`config.mk`:
```
export PLATFORM = sky130hd
export DESIGN_NAME = hamming_decoder
export DESIGN_NICKNAME = d
export VERILOG_FILES = /design/src/rtl/hamming_decoder.sv
export SDC_FILE = /design/constraint.sdc
export NUM_CORES = 1
export LEC_CHECK = 0
export CORE_MARGIN = 1.5
export CORE_UTILIZATION = 30
export CTS_CLUSTER_DIAMETER = 40
export DETAILED_ROUTE_END_ITERATION = 7
export GPL_TIMING_DRIVEN = 0
export SLEW_MARGIN = 15
export SYNTH_ARGS = -nofsm -noshare
export SYNTH_HDL_FRONTEND = slang
export SYNTH_SLANG_ARGS = --single-unit
export TNS_END_PERCENT = 10
```
`constraint.sdc`:
```
create_clock -name clk -period 2.7 [get_ports clk]
set_input_delay 0.27 -clock clk [delete_from_list [all_inputs] [get_ports clk]]
set_output_delay 0.27 -clock clk [all_outputs]
set_load 0.05 [all_outputs]
```
`src/rtl/hamming_decoder.sv`:
```
// Two-stage Hamming(11,7) decoder with valid/ready handshakes and saturating
// counters of corrected and uncorrectable words delivered to the sink.
module hamming_decoder #(
  parameter int unsigned CNT_W = 8
) (
  input  logic             clk,
  input  logic             rst_n,
  input  logic             in_valid,
  output logic             in_ready,
  input  logic [10:0]      in_code,
  output logic             out_valid,
  input  logic             out_ready,
  output logic [6:0]       out_data,
  output logic [3:0]       out_syndrome,
  output logic             out_corrected,
  output logic             out_uncorrectable,
  input  logic             clr_cnt,
  output logic [CNT_W-1:0] corr_cnt,
  output logic [CNT_W-1:0] unc_cnt
);

  localparam int unsigned CODE_W = 11;
  localparam int unsigned DATA_W = 7;
  localparam int unsigned SYN_W  = 4;
  localparam logic [SYN_W-1:0] SYN_LAST = SYN_W'(CODE_W);
  localparam logic [CNT_W-1:0] CNT_MAX  = '1;

  logic              s1_valid;
  logic [CODE_W-1:0] s1_code;
  logic [SYN_W-1:0]  s1_syn;

  logic [SYN_W-1:0]  syn_c;
  logic              s2_load_c;
  logic              fix_c;
  logic              bad_c;
  logic [CODE_W-1:0] flip_c;
  logic [CODE_W-1:0] word_c;
  logic [DATA_W-1:0] data_c;
  logic              xfer_c;

  // Syndrome: XOR of 1-based positions of every set bit.
  always_comb begin
    syn_c = '0;
    for (int i = 0; i < int'(CODE_W); i++) begin
      if (in_code[i]) syn_c = syn_c ^ SYN_W'(i + 1);
    end
  end

  assign s2_load_c = s1_valid && (!out_valid || out_ready);
  assign in_ready  = !s1_valid || s2_load_c;
  assign xfer_c    = out_valid && out_ready;

  always_ff @(posedge clk or negedge rst_n) begin
    if (!rst_n) begin
      s1_valid <= 1'b0;
      s1_code  <= '0;
      s1_syn   <= '0;
    end else if (in_ready) begin
      s1_valid <= in_valid;
      if (in_valid) begin
        s1_code <= in_code;
        s1_syn  <= syn_c;
      end
    end
  end

  // Syndromes beyond the last codeword position cannot name a bit: pass through.
  always_comb begin
    fix_c  = (s1_syn != '0) && (s1_syn <= SYN_LAST);
    bad_c  = (s1_syn > SYN_LAST);
    flip_c = fix_c ? (CODE_W'(1) << (s1_syn - SYN_W'(1))) : '0;
    word_c = s1_code ^ flip_c;
    data_c = {word_c[10:8], word_c[6:4], word_c[2]};
  end

  always_ff @(posedge clk or negedge rst_n) begin
    if (!rst_n) begin
      out_valid         <= 1'b0;
      out_data          <= '0;
      out_syndrome      <= '0;
      out_corrected     <= 1'b0;
      out_uncorrectable <= 1'b0;
    end else if (s2_load_c) begin
      out_valid         <= 1'b1;
      out_data          <= data_c;
      out_syndrome      <= s1_syn;
      out_corrected     <= fix_c;
      out_uncorrectable <= bad_c;
    end else if (out_ready) begin
      out_valid <= 1'b0;
    end
  end

  // Clear takes priority over a same-cycle increment.
  always_ff @(posedge clk or negedge rst_n) begin
    if (!rst_n) begin
      corr_cnt <= '0;
      unc_cnt  <= '0;
    end else if (clr_cnt) begin
      corr_cnt <= '0;
      unc_cnt  <= '0;
    end else if (xfer_c) begin
      if (out_corrected && (corr_cnt != CNT_MAX)) corr_cnt <= corr_cnt + CNT_W'(1);
      if (out_uncorrectable && (unc_cnt != CNT_MAX)) unc_cnt <= unc_cnt + CNT_W'(1);
    end
  end

endmodule

```
==> results.md, run 1 <==
- After filler insertion, the fill cell instance count of the layout stands at 682.
- In this run the mean area of a mapped cell was 10.8 um^2.
- The fraction of registers with async set or reset after synthesis is 100%.
- Headroom to the max-slew limit came out at 66.2%.
- The launching element type of the critical path is an input pin.
- Setup repair after global routing left no endpoint under its margin.
- The class of the tightest hold or removal check is in2reg.
- The hold violation total from the final report is 0.
- By instance count, the leading cell after synthesis is sky130_fd_sc_hd__dfrtp_1.
- The remaining antenna violation count is 0.
- The number of buffers added by the clock tree synthesis step is 5.
- The routed layout has 1558 vias.
- The achievable frequency is 0.473 GHz.
- The estimated wirelength of the detail-placed design is 3270 um.
- The clock network fraction of design power is 21.8%.
- The detailed router finished its first iteration with 73 violations.
- The area occupied by registers is 0.00105 mm^2.
- The worst setup path is captured at a primary output.
- For this design the static power due to leakage is 1.12 nW.
- The combinational group share of total power is 36.0%.
- The worst-case IR drop observed on VDD is 0.269 mV.
- The instance count along the most critical hold path is 2.
- The synthesized netlist contains 34 unique library cells.
- The total number of H-tree levels is 2.
- The DRC violation count after routing is 0.
- Across the routed clock network, the largest skew measured is 8.56 ps.
- The actual slew at the worst max-slew pin is 506 ps.
- The required time of the critical path is 2430 ps.
- The core outline area is 0.00676 mm^2.
- The number of cells on the worst reg-to-reg path is 5.
- The number of synthesis warnings is 0.
- The number of global-route vias before repair came to 1600.
- The die area is 0.00747 mm^2.
- Measured along the x axis, the die boundary spans 86.4 um.
- Synthesis inferred 42 register bits.
- After clock tree synthesis, the clock-pin slew on the worst setup and hold paths is 80 ps.
- For this design the top-level I/O count stands at 47.
- The critical path is of the in2out type.
- Once the clock tree was built, the setup fixing pass inserted 0 buffers.
- The biggest area consumer among synthesized cells is sky130_fd_sc_hd__dfrtp_1.
- Dividing the detail-routed via count by the number of cells gives 4.78.
- The net count after synthesis is 211.
- The starting density of the core is 30.9%.
- The pre-antenna-repair detailed-routing pass consisted of 4 iterations.
- Routability-driven placement finished with a final weighted congestion of 0.785.
- The area used by multi-input combinational logic is 998 um^2.
- For hold timing, the worst endpoint is unc_cnt[0].
- Leaving out filler cells and counting taps, the final layout contains 326.
- Ranked by instance count, the synthesized netlist is headed by sky130_fd_sc_hd__dfrtp_1 (42), sky130_fd_sc_hd__nand2_1 (20), sky130_fd_sc_hd__nor2_1 (16), sky130_fd_sc_hd__xnor2_1 (16), sky130_fd_sc_hd__o21ai_0 (14).
- At the end of the flow, the number of nets in the layout was 265.
- The net switching power is 685 uW.
- The combined area of all synthesized cells is 0.00209 mm^2.
- The final critical path takes up 78.4% of the cycle.
- The number of slew-limit violations in the final report is 0.
- The root buffer cell is sky130_fd_sc_hd__clkbuf_8.
- Summed over all layers, the global routing overflow is 0.
- In this run the core area contains 30 standard-cell rows.
- The maximum root-to-sink buffer count is 2.
- After detailed placement, the design holds a cell count of 319.
- Measured along the y axis, the die boundary spans 86.4 um.
- The number of antenna diodes in the final layout is 0.
- The worst setup path startpoint is out_ready.
- The part of the Yosys area used for sequential elements is 50.3%.
- The clock drives 42 sinks.
- Entering global routing, the biggest net connects 30 pins.
- The startpoint identified for the worst register-to-register timing path is corr_cnt[0].
- Across the run, the number of max-cap violations was 0.
- The cell-internal power is 1.18 mW.
- The clock latency of the later-clocked register in the worst-skew pair is 290 ps.
- In the post-synthesis netlist, the biggest area contributors are sky130_fd_sc_hd__dfrtp_1 (50%), sky130_fd_sc_hd__mux2_2 (7.0%), sky130_fd_sc_hd__xnor2_1 (6.7%).
- The time the final worst path needs with I/O delays and setup is 2120 ps.
- In this run switching power makes up 36.7% of total power.
- Setup slack on the worst reg-to-reg path comes out at 1000 ps.
- The number of hold buffers added after CTS was 1.
- The fraction of post-synthesis cell area in the top cell type by area is 50.3%.
- In the final layout, the share of cells above drive strength 1 is 11.8%.
- The flow ran to the end, and the final reports show no timing, DRC or antenna violations.
- The total power density per cell area is 679 mW/mm^2.
- The global-route wire length before repair is 7510 um.
- Synthesis handed over a netlist of 193 instances.
- The initial antenna violation count was 0.
- In this run the most critical hold path is launched from clr_cnt.
- In the synthesized netlist the dominant register cell turns out to be sky130_fd_sc_hd__dfrtp_1.
- After detailed routing, the average wire length per cell comes to 13.2 um.
- The total of buffers placed on input and output ports is 45.
- The number of setup violations in the final report is 0.
- In this run the worst path has a maximum fanout of 5.
- The area growth from synthesis to final layout is 31.5%.
- Yosys mapped a number of flops with a built-in enable equal to 0.
- STA puts the critical path data arrival time at 1850 ps.
- The endpoint identified for the worst register-to-register timing path is corr_cnt[6].
- The number of gates resized after CTS was 0.
- TritonCTS built the clock tree.
- The total routing usage reported by global routing is 12.9%.
- Sequential cells account for 42.3% of the total power.
- After detailed routing, the total wire length is 4300 um.
- The accumulated negative setup slack is 0 ps.
==> power by group through the flow <==
| stage | clock network, mW | registers [mW] | logic (mW) |
|---|---|---|---|
| after floorplan | 0 | 1.02 | 0.225 |
| final | 0.406 | 0.788 | 0.671 |
| after detailed placement | 0 | 0.804 | 0.680 |
| after global placement | 0 | 0.803 | 0.670 |
| after CTS | 0.420 | 0.792 | 0.681 |
| after global routing | 0.449 | 0.805 | 0.718 |
==> area by class of cell <==
type                       instances  share of cell area (%)
buffer                             9                    1.41
clock buffer                       6                    3.01
multi-input combinational        142                    36.4
sequential                        42                    38.3
tap                               80                    3.64
timing repair buffer              47                    17.3
==> layer usage <==
metal / up-vias / part of all wire, % / global-route usage [%] / routed length (um)
met5: - / 0 / 0 / 0
met4: 0 / 1.3 / 4.40 / 55
met3: 8 / 3.9 / 2.76 / 166
met2: 35 / 50 / 22.0 / 2160
met1: 737 / 45 / 16.2 / 1920
li1: 778 / - / - / -
==> cell families after synthesis <==
group                    count (synthesis)  share of synthesized area (%)
AND/OR/NAND/NOR                         70                           18.5
flip-flops                              42                           50.3
XOR/XNOR                                29                           12.2
AO/OA/AOI/OAI                           25                           7.49
multiplexers                            16                           8.45
buffers and inverters                    9                           1.86
adder cells (fa/ha/maj)                  2                           1.20
==> cells in the final DEF, fill, tap and decap left out, drive strengths merged, types with 7 or more instances in the layout <==
master / n
clkdlybuf4s50: 44
dfrtp: 42
nand2: 20
xnor2: 16
nor2: 16
o21ai: 15
mux2: 13
xor2: 13
clkbuf: 10
buf: 7
==> state kept, by name, summed over array words and instances (netlist names) <==
register	cells
s1_valid	1
unc_cnt	8
out_data	7
out_valid	1
out_syndrome	4
corr_cnt	8
out_uncorrectable	1
s1_syn	4
out_corrected	1
s1_code	7
==> worst max-delay path: stages <==
cell and delay (ps):
sky130_fd_sc_hd__clkdlybuf4s50_1 540, sky130_fd_sc_hd__nand3b_1 200, sky130_fd_sc_hd__clkdlybuf4s50_1 830
==> metrics by stage <==
step,area (um^2),util (%),total power [mW],hold WS [ps],worst slack [ps]
final,2750,40.6,1.86,360,584
after global routing,2750,40.6,1.97,378,522
after floorplan,2090,-,1.24,-25.6,433
after global placement,2640,39.1,1.47,467,208
after CTS,2750,40.6,1.89,374,568
after detailed placement,2650,39.3,1.48,199,573
==> worst max-delay path by stage <==
stage | end | slack, ps | depth (start not counted)
detailed placement | in_ready | 570 | 3
global route | in_ready | 520 | 3
global placement | out_data[1] | 210 | 1
finish | in_ready | 580 | 3
CTS | in_ready | 570 | 3
floorplan | s1_code[10] | 430 | 4
Note: power is estimated with default switching activity, not from simulation.
==> inputs of run 2 (changes only) <==
Clock period 2.7 ns to 2.08 ns, I/O delays scaled along.
==> run 2 against run 1 <==
Against the previous run: hold slack lost 73 ps; sequential power rose by 29%; via count fell by 0.71%; utilization rose by 0.52 points; critical path type unchanged; critical path depth is the same; non-clock buffer count unchanged; count of clock-buffer cells in the layout down 1; sequential share of layout area down 0.44 points.
==> results.md, run 2 (synthesis results as in run 1) <==
- The width of the die was 86.4 um (unchanged).
- The number of global-route vias before repair is 1478 (was 1600).
- Leading cell types in the layout, fill and taps excluded: sky130_fd_sc_hd__clkdlybuf4s50_1 (44), sky130_fd_sc_hd__dfrtp_1 (41), sky130_fd_sc_hd__nand2_1 (20) (was sky130_fd_sc_hd__clkdlybuf4s50_1 (44), sky130_fd_sc_hd__dfrtp_1 (42), sky130_fd_sc_hd__nand2_1 (20)).
- The weighted congestion at the end of routability-driven global placement is 0.784 (was 0.785).
- The fraction of final layout cells with drive strength greater than 1 is 12.9% (was 11.8%).
- The required time of the critical path is 1870 ps (was 2430 ps).
- The dominant cell type by count on the critical path is sky130_fd_sc_hd__clkdlybuf4s50_1 (unchanged).
- The total of buffers placed on input and output ports was 45 (unchanged).
- The worst hold path endpoint was unc_cnt[0] (unchanged).
- The buffers plus inverters on the worst setup path came to 2 (unchanged).
- Largest registers in the final layout: corr_cnt (8), unc_cnt (8) (unchanged).
- The area growth from synthesis to final layout is 33.2% (was 31.5%).
- The root buffer cell is sky130_fd_sc_hd__clkbuf_8 (unchanged).
- Unrepaired setup endpoints after global routing: false (unchanged).
- The maximum single-stage delay on the critical path is 820 ps (was 830 ps).
- The I/O pin count is 47 (unchanged).
- The worst clock skew on the final layout is 6.59 ps (was 8.56 ps).
- The number of slew-limit violations in the final report came to 0 (unchanged).
- The most frequent standard cell in the layout excluding fill and tap cells is sky130_fd_sc_hd__clkdlybuf4s50_1 (unchanged).
- The worst vdd rail ir drop is 0.339 mV (was 0.269 mV).
- The instance count along the most critical hold path is 2 (unchanged).
- The number of setup violations in the final report was 0 (unchanged).
- The combinational group share of total power came to 34.6% (was 36.0%).
- The start point of the worst min-delay path is clr_cnt (unchanged).
- The reported leakage power is 1.14 nW (was 1.12 nW).
- The launching element type of the critical path is an input pin (unchanged).
- The data arrival time at the worst-slack endpoint was 1750 ps (was 1850 ps).
- The via density per instance is 4.72 (was 4.78).
- The number of diodes added for antenna fixing is 0 (unchanged).
- The hold violation total from the final report is 0 (unchanged).
- The post-CTS repair timing setup buffer count is 0 (unchanged).
- The net switching power was 906 uW (was 685 uW).
- The instance area at placement is 0.00266 mm^2 (was 0.00265 mm^2).
- The DRC violation count after routing is 0 (unchanged).
- The critical register-to-register path endpoint was corr_cnt[5] (was corr_cnt[6]).
- The clock latency of the later-clocked register in the worst-skew pair came to 290 ps (about the same).
- The share of the clock period used by the worst path after layout is 94.3%.
- The startpoint of the lowest-slack register-to-register path is corr_cnt[0] (unchanged).
- The total power density per cell area was 912 mW/mm^2 (was 679 mW/mm^2).
- The achievable frequency is 0.510 GHz.
- The clock network fraction of design power is 25.1% (was 21.8%).
- The number of buffers added by the clock tree synthesis step is 5 (unchanged).
- The type of element capturing the critical path is a primary output (unchanged).
- The die span in y is 86.4 um (unchanged).
- The number of iterations in the first detailed-routing pass is 4 (unchanged).
- The maximum root-to-sink buffer count was 2 (unchanged).
- The CTS tree is built (unchanged).
- The placement row count is 30 (unchanged).
- The post-route cell area was 0.00278 mm^2 (was 0.00275 mm^2).
- The initial antenna violation count is 0 (unchanged).
- The total routing usage reported by global routing came to 12.3% (was 12.9%).
- The class of the tightest hold or removal check is in2reg (unchanged).
- The via count is 1547 (was 1558).
- The die area came to 0.00747 mm^2 (unchanged).
- The global-route wire length before repair is 7140 um (was 7510 um).
- The clock-pin slew on the worst setup and hold paths was 80 ps (about the same).
- The sequential fraction of design power was 40.3% (was 42.3%).
- The pin count of the biggest net entering global routing is 23 (was 30).
- The CTS sink count came to 42 (unchanged).
- The type of the worst setup path is in2out (unchanged).
- The slowest library cell on the worst path is sky130_fd_sc_hd__clkdlybuf4s50_1 (unchanged).
- The worst hold margin is 287 ps (was 360 ps).
- The total wire length after detailed routing is 4280 um (was 4300 um).
- The maximum fanout along the worst path was 5 (unchanged).
- The core outline area came to 0.00676 mm^2 (unchanged).
- The remaining antenna violation count is 0 (unchanged).
- The logic depth of the worst register-to-register path is 5 (unchanged).
- The actual slew at the worst max-slew pin is 518 ps (was 506 ps).
- Critical path cell sequence: clkdlybuf4s50_1 -> nand3b_1 -> clkdlybuf4s50_1 (unchanged).
- Result of the run: completed (unchanged).
- The reg2reg setup slack is 400 ps (was 1000 ps).
- The switching part of the total came to 35.7% (was 36.7%).
- The estimated wirelength of the detail-placed design came to 3190 um (was 3270 um).
- The net count of the finished layout is 265 (unchanged).
- The cell-internal power was 1.63 mW (was 1.18 mW).
- The fill cell instance count of the final layout is 692 (was 682).
- The total of max-cap violations is 0 (unchanged).
- The starting density of the core was 30.9% (unchanged).
- The number of violations reported at the end of detailed-routing iteration 0 came to 57 (was 73).
- The total number of H-tree levels is 2 (unchanged).
- Counting I/O delays and the setup requirement, the final critical path takes 1960 ps.
- The aggregate global routing overflow is 0 (unchanged).
- The largest delay contributor family on the critical path is buffers and inverters (unchanged).
- The relative slew slack is 65.5% (was 66.2%).
- The per-cell routed wire length is 13.0 um (was 13.2 um).
==> run 2: what timing repair did <==
item	4_1_cts	5_1_grt
hold buffers	1	0
resized for setup	0	0
endpoints found under the hold margin	20	0
==> run 2: power by group through the flow <==
stage / sequential [mW] / clock [mW] / combinational [mW]
floorplan: 1.32 / 0 / 0.291
global placement: 1.04 / 0 / 0.874
detailed placement: 1.04 / 0 / 0.888
CTS: 1.02 / 0.662 / 0.891
global route: 1.04 / 0.709 / 0.935
finish: 1.02 / 0.638 / 0.878
==> run 2: layer usage <==
metal	share of wire [%]	routed length, um	global-route usage, %	up-vias
li1	-	-	-	777
met3	5.0	212	3.90	2
met5	0	0	0	-
met2	50	2120	20.6	37
met1	45	1930	15.2	731
met4	0.35	15	3.67	0
==> run 2: layout make-up <==
| class | instances | area [um^2] | share of cell area, % |
|---|---|---|---|
| Multi-Input combinational cell | 142 | 998 | 35.9 |
| Sequential cell | 42 | 1050 | 37.8 |
| Clock buffer | 5 | 68.8 | 2.47 |
| Timing Repair Buffer | 47 | 483 | 17.4 |
| Buffer | 9 | 38.8 | 1.39 |
| Tap cell | 80 | 100 | 3.60 |
| Clock inverter | 3 | 40.0 | 1.44 |
==> run 2: how the worst max path moves through the flow <==
stage | startpoint | endpoint | slack, ps | cells after the start
global placement | rst_n | out_valid | -530 | 1
floorplan | out_valid | s1_code[10] | 30 | 4
CTS | out_ready | in_ready | 100 | 3
detailed placement | out_ready | s1_code[10] | 100 | 5
finish | out_ready | in_ready | 120 | 3
global route | out_ready | in_ready | 70 | 3
==> run 2: per-stage QoR <==
stage	setup WS, ps	util, %	setup TNS (ps)	power, mW	instances
CTS	100	41.2	0	2.58	328
finish	118	41.2	0	2.54	328
global route	66.3	41.2	0	2.68	328
floorplan	25.9	-	0	1.61	193
detailed placement	99.7	39.4	0	1.93	319
global placement	-530	39.1	-15720	1.91	318
